$ cat config.mk
export PLATFORM = sky130hd
export DESIGN_NAME = pb_eoc_reporter
export DESIGN_NICKNAME = d
export VERILOG_FILES = /design/src/rtl/pb_eoc_reporter.sv
export SDC_FILE = /design/constraint.sdc
export NUM_CORES = 1
export LEC_CHECK = 0
export CAP_MARGIN = 10
export CORE_MARGIN = 3
export CORE_UTILIZATION = 43
export CTS_BUF_LIST = sky130_fd_sc_hd__clkbuf_4
export CTS_CLUSTER_SIZE = 30
export DETAILED_ROUTE_END_ITERATION = 8
export PLACE_DENSITY_LB_ADDON = 0.05
export REMOVE_ABC_BUFFERS = 1
export SLEW_MARGIN = 20
export SYNTH_ARGS = -nofsm -noshare
export SYNTH_HDL_FRONTEND = slang
export SYNTH_SLANG_ARGS = --single-unit
$ cat constraint.sdc
create_clock -name clk_i -period 1.61 [get_ports clk_i]
set_clock_uncertainty 0.15 [all_clocks]
set_input_delay 0.2415 -clock clk_i [delete_from_list [all_inputs] [get_ports clk_i]]
set_output_delay 0.2415 -clock clk_i [all_outputs]
set_load 0.005 [all_outputs]
$ cat src/rtl/pb_eoc_reporter.sv
// -----------------------------------------------------------------------------
// pb_eoc_reporter
//
// End-of-computation reporter. Software writes a completion word to the EOC
// register; the first write with bit 0 set latches the exit code, raises a
// sticky eoc_o flag and (optionally) sends a 5-byte 8N1 frame on uart_tx_o:
// SyncByte followed by exit_code_o bytes, least significant byte first.
//
// Configuration macro: PB_EOC_UART_EN
//   defined   : UART TX state machine compiled in.
//   undefined : no TX logic, uart_tx_o tied high, STATUS.tx_busy reads 0.
//
// Parameters:
//   ClkDiv   - clock cycles per UART bit (>= 2)
//   SyncByte - first byte of every frame
//
// Ports:
//   clk_i        in   clock
//   rst_ni       in   asynchronous active-low reset
//   req_i        in   register request valid
//   we_i         in   1 = write, 0 = read
//   addr_i[3:0]  in   byte address, [3:2] selects the word
//   wdata_i[31:0]in   write data
//   gnt_o        out  grant (equal to req_i)
//   rvalid_o     out  response valid, one cycle after each grant
//   rdata_o[31:0]out  read data, 0 when no read response
//   eoc_o        out  sticky end-of-computation flag
//   exit_code_o  out  latched exit code (bit 31 always 0)
//   uart_tx_o    out  8N1 serial line, idle high
//
// Register map: 0x0 EOC (W), 0x4 STATUS (R), 0x8 EXIT (R), 0xC reserved.
// -----------------------------------------------------------------------------
module pb_eoc_reporter #(
    parameter int         ClkDiv   = 16,
    parameter logic [7:0] SyncByte = 8'hE0
) (
    input  logic        clk_i,
    input  logic        rst_ni,
    input  logic        req_i,
    input  logic        we_i,
    input  logic [3:0]  addr_i,
    input  logic [31:0] wdata_i,
    output logic        gnt_o,
    output logic        rvalid_o,
    output logic [31:0] rdata_o,
    output logic        eoc_o,
    output logic [31:0] exit_code_o,
    output logic        uart_tx_o
);

    logic        eoc_q, eoc_d;
    logic [31:0] exit_q, exit_d;
    logic        rvalid_q;
    logic [31:0] rdata_q, rdata_d;
    logic        tx_busy;
    logic        eoc_set;

    // Byte offset within a word carries no meaning for this block.
    logic unused_addr_bits;
    assign unused_addr_bits = ^addr_i[1:0];

    assign gnt_o = req_i;

    // Only the first qualifying EOC write wins; later ones are dropped.
    assign eoc_set = req_i & we_i & (addr_i[3:2] == 2'd0) & wdata_i[0] & ~eoc_q;

    always_comb begin
        eoc_d  = eoc_q;
        exit_d = exit_q;
        if (eoc_set) begin
            eoc_d  = 1'b1;
            exit_d = {1'b0, wdata_i[31:1]};
        end
    end

    // Read data is captured from the state seen in the request cycle.
    always_comb begin
        rdata_d = '0;
        if (req_i && !we_i) begin
            case (addr_i[3:2])
                2'd1:    rdata_d = {30'd0, tx_busy, eoc_q};
                2'd2:    rdata_d = exit_q;
                default: rdata_d = '0;
            endcase
        end
    end

    always_ff @(posedge clk_i or negedge rst_ni) begin
        if (!rst_ni) begin
            eoc_q    <= 1'b0;
            exit_q   <= '0;
            rvalid_q <= 1'b0;
            rdata_q  <= '0;
        end else begin
            eoc_q    <= eoc_d;
            exit_q   <= exit_d;
            rvalid_q <= req_i;
            rdata_q  <= rdata_d;
        end
    end

    assign eoc_o       = eoc_q;
    assign exit_code_o = exit_q;
    assign rvalid_o    = rvalid_q;
    assign rdata_o     = rdata_q;

`ifdef PB_EOC_UART_EN

    typedef enum logic [1:0] {
        S_IDLE,
        S_START,
        S_DATA,
        S_STOP
    } tx_state_e;

    localparam int DivW = $clog2(ClkDiv);

    tx_state_e        state_q, state_d;
    logic [DivW-1:0]  div_q, div_d;
    logic [2:0]       bit_q, bit_d;
    logic [2:0]       byte_q, byte_d;
    logic             tx_q, tx_d;
    logic             div_last;
    logic [7:0]       next_byte;

    assign div_last = (div_q == DivW'(ClkDiv - 1));

    // Next-state logic. Every non-idle state holds for ClkDiv cycles.
    always_comb begin
        state_d = state_q;
        div_d   = div_q;
        bit_d   = bit_q;
        byte_d  = byte_q;
        case (state_q)
            S_IDLE: begin
                div_d  = '0;
                bit_d  = '0;
                byte_d = '0;
                if (eoc_set) begin
                    state_d = S_START;
                end
            end
            S_START: begin
                if (div_last) begin
                    div_d   = '0;
                    bit_d   = '0;
                    state_d = S_DATA;
                end else begin
                    div_d = div_q + DivW'(1);
                end
            end
            S_DATA: begin
                if (div_last) begin
                    div_d = '0;
                    if (bit_q == 3'd7) begin
                        bit_d   = '0;
                        state_d = S_STOP;
                    end else begin
                        bit_d = bit_q + 3'd1;
                    end
                end else begin
                    div_d = div_q + DivW'(1);
                end
            end
            S_STOP: begin
                if (div_last) begin
                    div_d = '0;
                    if (byte_q == 3'd4) begin
                        byte_d  = '0;
                        state_d = S_IDLE;
                    end else begin
                        byte_d  = byte_q + 3'd1;
                        state_d = S_START;
                    end
                end else begin
                    div_d = div_q + DivW'(1);
                end
            end
            default: begin
                state_d = S_IDLE;
            end
        endcase
    end

    // Frame byte for the upcoming cycle; exit_q is already latched by the
    // time any data bit is sent.
    always_comb begin
        case (byte_d)
            3'd0:    next_byte = SyncByte;
            3'd1:    next_byte = exit_q[7:0];
            3'd2:    next_byte = exit_q[15:8];
            3'd3:    next_byte = exit_q[23:16];
            default: next_byte = exit_q[31:24];
        endcase
    end

    // Line level is derived from the next state and registered, so the
    // output flop changes together with the state and never glitches.
    always_comb begin
        case (state_d)
            S_START: tx_d = 1'b0;
            S_DATA:  tx_d = next_byte[bit_d];
            default: tx_d = 1'b1;
        endcase
    end

    always_ff @(posedge clk_i or negedge rst_ni) begin
        if (!rst_ni) begin
            state_q <= S_IDLE;
            div_q   <= '0;
            bit_q   <= '0;
            byte_q  <= '0;
            tx_q    <= 1'b1;
        end else begin
            state_q <= state_d;
            div_q   <= div_d;
            bit_q   <= bit_d;
            byte_q  <= byte_d;
            tx_q    <= tx_d;
        end
    end

    assign tx_busy   = (state_q != S_IDLE);
    assign uart_tx_o = tx_q;

`else

    // Without the transmitter the frame parameters have no consumer.
    logic unused_cfg;
    assign unused_cfg = ^{SyncByte, (ClkDiv > 1)};

    assign tx_busy   = 1'b0;
    assign uart_tx_o = 1'b1;

`endif

endmodule
# Word level (Yosys, flattened, before mapping)
# Cells that the tools add are included.
[totals]
ff_bits = 65
output_inout_bits = 68
[op_classes]
reduce_logical = 3
muxes = 2
n_bitwise = 5
eq_ne = 2
[ops]
columns = ["op", "count"]
rows = [
  ["31-bit one-hot mux with 2 select lines", 1],
  ["31-bit two-way mux", 1],
  ["1-bit bitwise AND", 4],
  ["2-bit by 1-bit equality test with 1-bit output, second input constant", 1],
  ["2-bit equality test, second input constant", 1],
  ["2-bit logical NOT", 1],
  ["1-bit logical AND", 1],
  ["1-bit logical NOT", 1],
  ["1-bit inverter", 1],
]

# Longest topological paths before layout
[depth]
depth_word = 4
ltp_mapped = 5
depth_no_buf = 4

# Worst setup path before layout
# OpenSTA, ideal clock, no wires.
[synth_timing]
path_kind = "register to register"
from = "register eoc_q, in the netlist eoc_o"
to = "register exit_q[0], in the netlist exit_code_o[0]"
period_less_slack_ns = 1.433
setup_slack_ns = 0.177
arrival_ns = 1.158
stages_incl_launch_ff = 5
path_cell_list = "dfrtp_1 nor2b_4 nand4_4 buf_6 mux2_4"
[synth_between]
elab_chain_cells = 2
[synth_rtl]
columns = ["item", "line_no", "source"]
rows = [
  ["start: declaration", "51", "logic eoc_q, eoc_d;"],
  ["start signal: assignment", "95", "eoc_q <= eoc_d;"],
  ["1-bit inverter", "65", "assign eoc_set = req_i & we_i & (addr_i[3:2] == 2'd0) & wdata_i[0] & ~eoc_q;"],
  ["1-bit bitwise AND", "65", ""],
  ["end signal: assignment", "96", "exit_q <= exit_d;"],
  ["end: declaration", "52", "logic [31:0] exit_q, exit_d;"],
]
# No other way between the ends.
# A chain may end at the register's enable or synchronous reset.

# Worst setup path after layout
[layout_timing]
from = "register eoc_q, in the netlist eoc_o"
to = "register exit_q[11], in the netlist exit_code_o[11]"
# The elaborated chain is that of the path after synthesis.

==> flow_metrics.py <==
metrics = {
    "drt": {
        "wl_per_cell_um": 14.67,
        "num_vias": 1607,
        "ant_nets": 0,
        "detailedRoute.firstPassIterationCount": 4,
        "drt_wl_total_mm": 5.310,
        "drc": 0,
        "vias_per_cell": 4.439,
        "drt_iter0_drc": 61,
    },
    "power_and_ir_drop": {
        "peakVddDrop_mv": 0.6413,
        "p_int_w": 0.003174,
        "switching_share": 0.2413,
        "power.switching_w": 0.001009,
        "pwr_density_cell_nw_per_um2": 1082,
        "p_seq_frac": 0.473,
        "power_frac_comb": 0.276,
        "p_clk_frac": 0.251,
        "p_leak_nw": 2.207,
    },
    "setup_path": {
        "crit_type": "reg -> reg",
        "crit_path_end_kind": "flip-flop",
        "path_delay_family": "flip-flops",
        "critPathBufInv": 2,
        "cp_num_cells": 5,
        "critPathArrivalTime_ns": 1.69,
        "crit_chain": "buf_6 -> nor2b_4 -> nand4_4 -> buf_12 -> mux2_4",
        "rr_worst_depth": 5,
        "startpoint_type": "flip-flop",
        "cp_max_fo": 13,
        "slowest_delay_ns": 0.40,
        "required_ns": 1.72,
        "crit_slowest_cell": "dfrtp_1",
    },
    "synth": {
        "netlist_area_um2": 2442,
        "syn_area_per_cell_um2": 16.50,
        "yosysUniqueCellTypes": 16,
        "ys_ff_latch": 64,
        "yosysWarnings": 0,
        "seq_area_frac_synth": 0.6557,
        "syn_inst": 148,
    },
    "sta": {
        "rsz0062_at_grt": "yes",
        "min_period_ns": 1.575,
        "finalWorstSetupSlack_ns": 0.03514,
        "min_period_over_period": 0.9782,
        "setup_violations": 0,
        "fmax_ghz": 0.6350,
        "hold_viol": 0,
        "final_max_slew_viol_count": 0,
    },
    "placement": {
        "dp_hpwl_mm": 3.553,
        "port_buffers": 102,
        "place_ws_ns": -0.3440,
        "dp.cells": 321,
        "gp_congestion": 0.6899,
    },
    "die": {
        "die_w_um": 81.37,
        "io_pins": 108,
        "core_area_um2": 5303,
        "start_util": 0.4606,
        "rows": 26,
        "fp.dieH_um": 81.37,
        "die-area_um2": 6620,
    },
    "layout": {
        "finalNetCount": 330,
        "final_cell_mix": "dfrtp_1 (64), dlygate4sd2_1 (62), clkdlybuf4s50_1 (36), and2_1 (30), mux2_4 (29)",
        "synthToLayoutAreaGrowth_pct": 58.30,
        "mostFrequentLayoutCell": "dfrtp_1",
        "finalNonFillerCells": 362,
        "diodes": 0,
        "drive_gt1_frac": 0.2877,
    },
    "clock_tree": {
        "tritoncts": "yes",
        "clk_pin_slew_ns": 0.10,
        "h-tree-depth": 3,
        "cts_buffer_depth": 2,
        "clk_latency_ns": 0.37,
        "cts.sinks": 64,
        "clockRootBuffer": "clkbuf_4",
        "numCtsBuffers": 9,
    },
    "flow_run": {
        "cap_violations": 0,
    },
    "global_route": {
        "grt_max_degree": 65,
        "track_usage": 0.1755,
        "grt_pass1_vias": 1717,
        "grt_pass1_wl_mm": 8.438,
        "grt_overflow": 0,
        "antenna_found_initial": 0,
    },
    "min_path": {
        "min_path_cells": 1,
        "worst_hold_path_type": "in -> reg",
    },
    "run_status": {
        "status": "complete, no violations",
    },
}
## Yosys cell counts, drive strengths merged
library cell	instances	area share
conb	2	0.0031
ha	3	0.015
a22oi	1	0.0031
dfrtp	64	0.66
nor4bb	1	0.0041
nor2b	1	0.0056
nand2b	1	0.0026
buf	7	0.026
mux2	31	0.19
clkbuf	3	0.0046
nand4	1	0.0087
and3b	1	0.0036
inv	2	0.0031
and2	30	0.077
## per-layer routing
metal	global-route usage	up-vias	wire (µm)
li1	-	754	-
met1	0.2109	776	2126
met2	0.2809	68	2602
met3	0.06984	9	509
met4	0.07095	0	71
met5	0	-	0
## metrics by stage
step / setup TNS, ns / hold WS, ns / total power, W / util / area (µm²)
global route: -0.5731 / 0.06469 / 0.004440 / 0.7291 / 3866
finish: 0 / 0.07831 / 0.004183 / 0.7291 / 3866
CTS: 0 / 0.05440 / 0.004224 / 0.7256 / 3847
global placement: -14.92 / 0.1318 / 0.003079 / 0.6789 / 3600
floorplan: -6.661 / -0.2041 / 0.002387 / - / 2371
detailed placement: -15.93 / 0.1265 / 0.003104 / 0.6789 / 3600
## cells by family (layout without fill, tap and decap cells)
group	after synthesis	in the layout	share of synthesized area
AOI/OAI and AO/OA	1	1	0.003075
adders and majority gates	3	3	0.01537
buffers and inverters	12	155	0.03381
DFF	64	64	0.6557
muxes	31	31	0.1875
other	2	3	0.003075
and+or+nand+nor	35	35	0.1014
## what timing repair did
item / CTS / global route
hold buffers: 1 / 0
buffers inserted: 24 / 0
hold endpoints to repair: 64 / 0
gates resized for setup: 62 / 6
pin swaps: 0 / 1
setup endpoints to repair: 62 / 34
## worst register-to-register path: stages, from the launching register on
cell and delay [ns]:
dfrtp_1 0.40, buf_6 0.12, nor2b_4 0.11, nand4_4 0.17
buf_12 0.21, mux2_4 0.30
## state kept, by name, indices dropped and copies added, names as in the netlist
| register | cells |
|---|---|
| eoc_o | 1 |
| rdata_o | 31 |
| rvalid_o | 1 |
| exit_code_o | 31 |
## power groups by stage
stage / Clock, W / Combinational [W] / Sequential (W)
final: 0.00105 / 0.00116 / 0.00198
after global routing: 0.00117 / 0.00126 / 0.00202
after CTS: 0.00108 / 0.00117 / 0.00197
after detailed placement: 0 / 0.00105 / 0.00206
after global placement: 0 / 0.00103 / 0.00205
after floorplan: 0 / 0.000341 / 0.00205
## final cells by class
| class | count | area, µm² |
|---|---|---|
| Tap cell | 70 | 87.58 |
| Clock inverter | 4 | 45.04 |
| Multi-Input combinational cell | 73 | 762.0 |
| Timing Repair Buffer | 137 | 1272 |
| Fill cell | 416 | 1436 |
| Clock buffer | 12 | 90.09 |
| Sequential cell | 64 | 1602 |
| Inverter | 2 | 7.507 |
## path summary, 6_finish.rpt
path / endpoint / slack (ns) / start
worst max-delay path: exit_code_o[11] / 0.04 / eoc_o
worst min-delay path: rvalid_o / 0.08 / req_i
worst max register to register: exit_code_o[11] / 0.04 / eoc_o
worst min register to register: rdata_o[2] / 0.37 / exit_code_o[2]
max in group asynchronous: exit_code_o[0] / 0.79 / rst_ni
min in group asynchronous: rdata_o[29] / 0.25 / rst_ni
No activity file was read; power rests on OpenSTA's default activity.
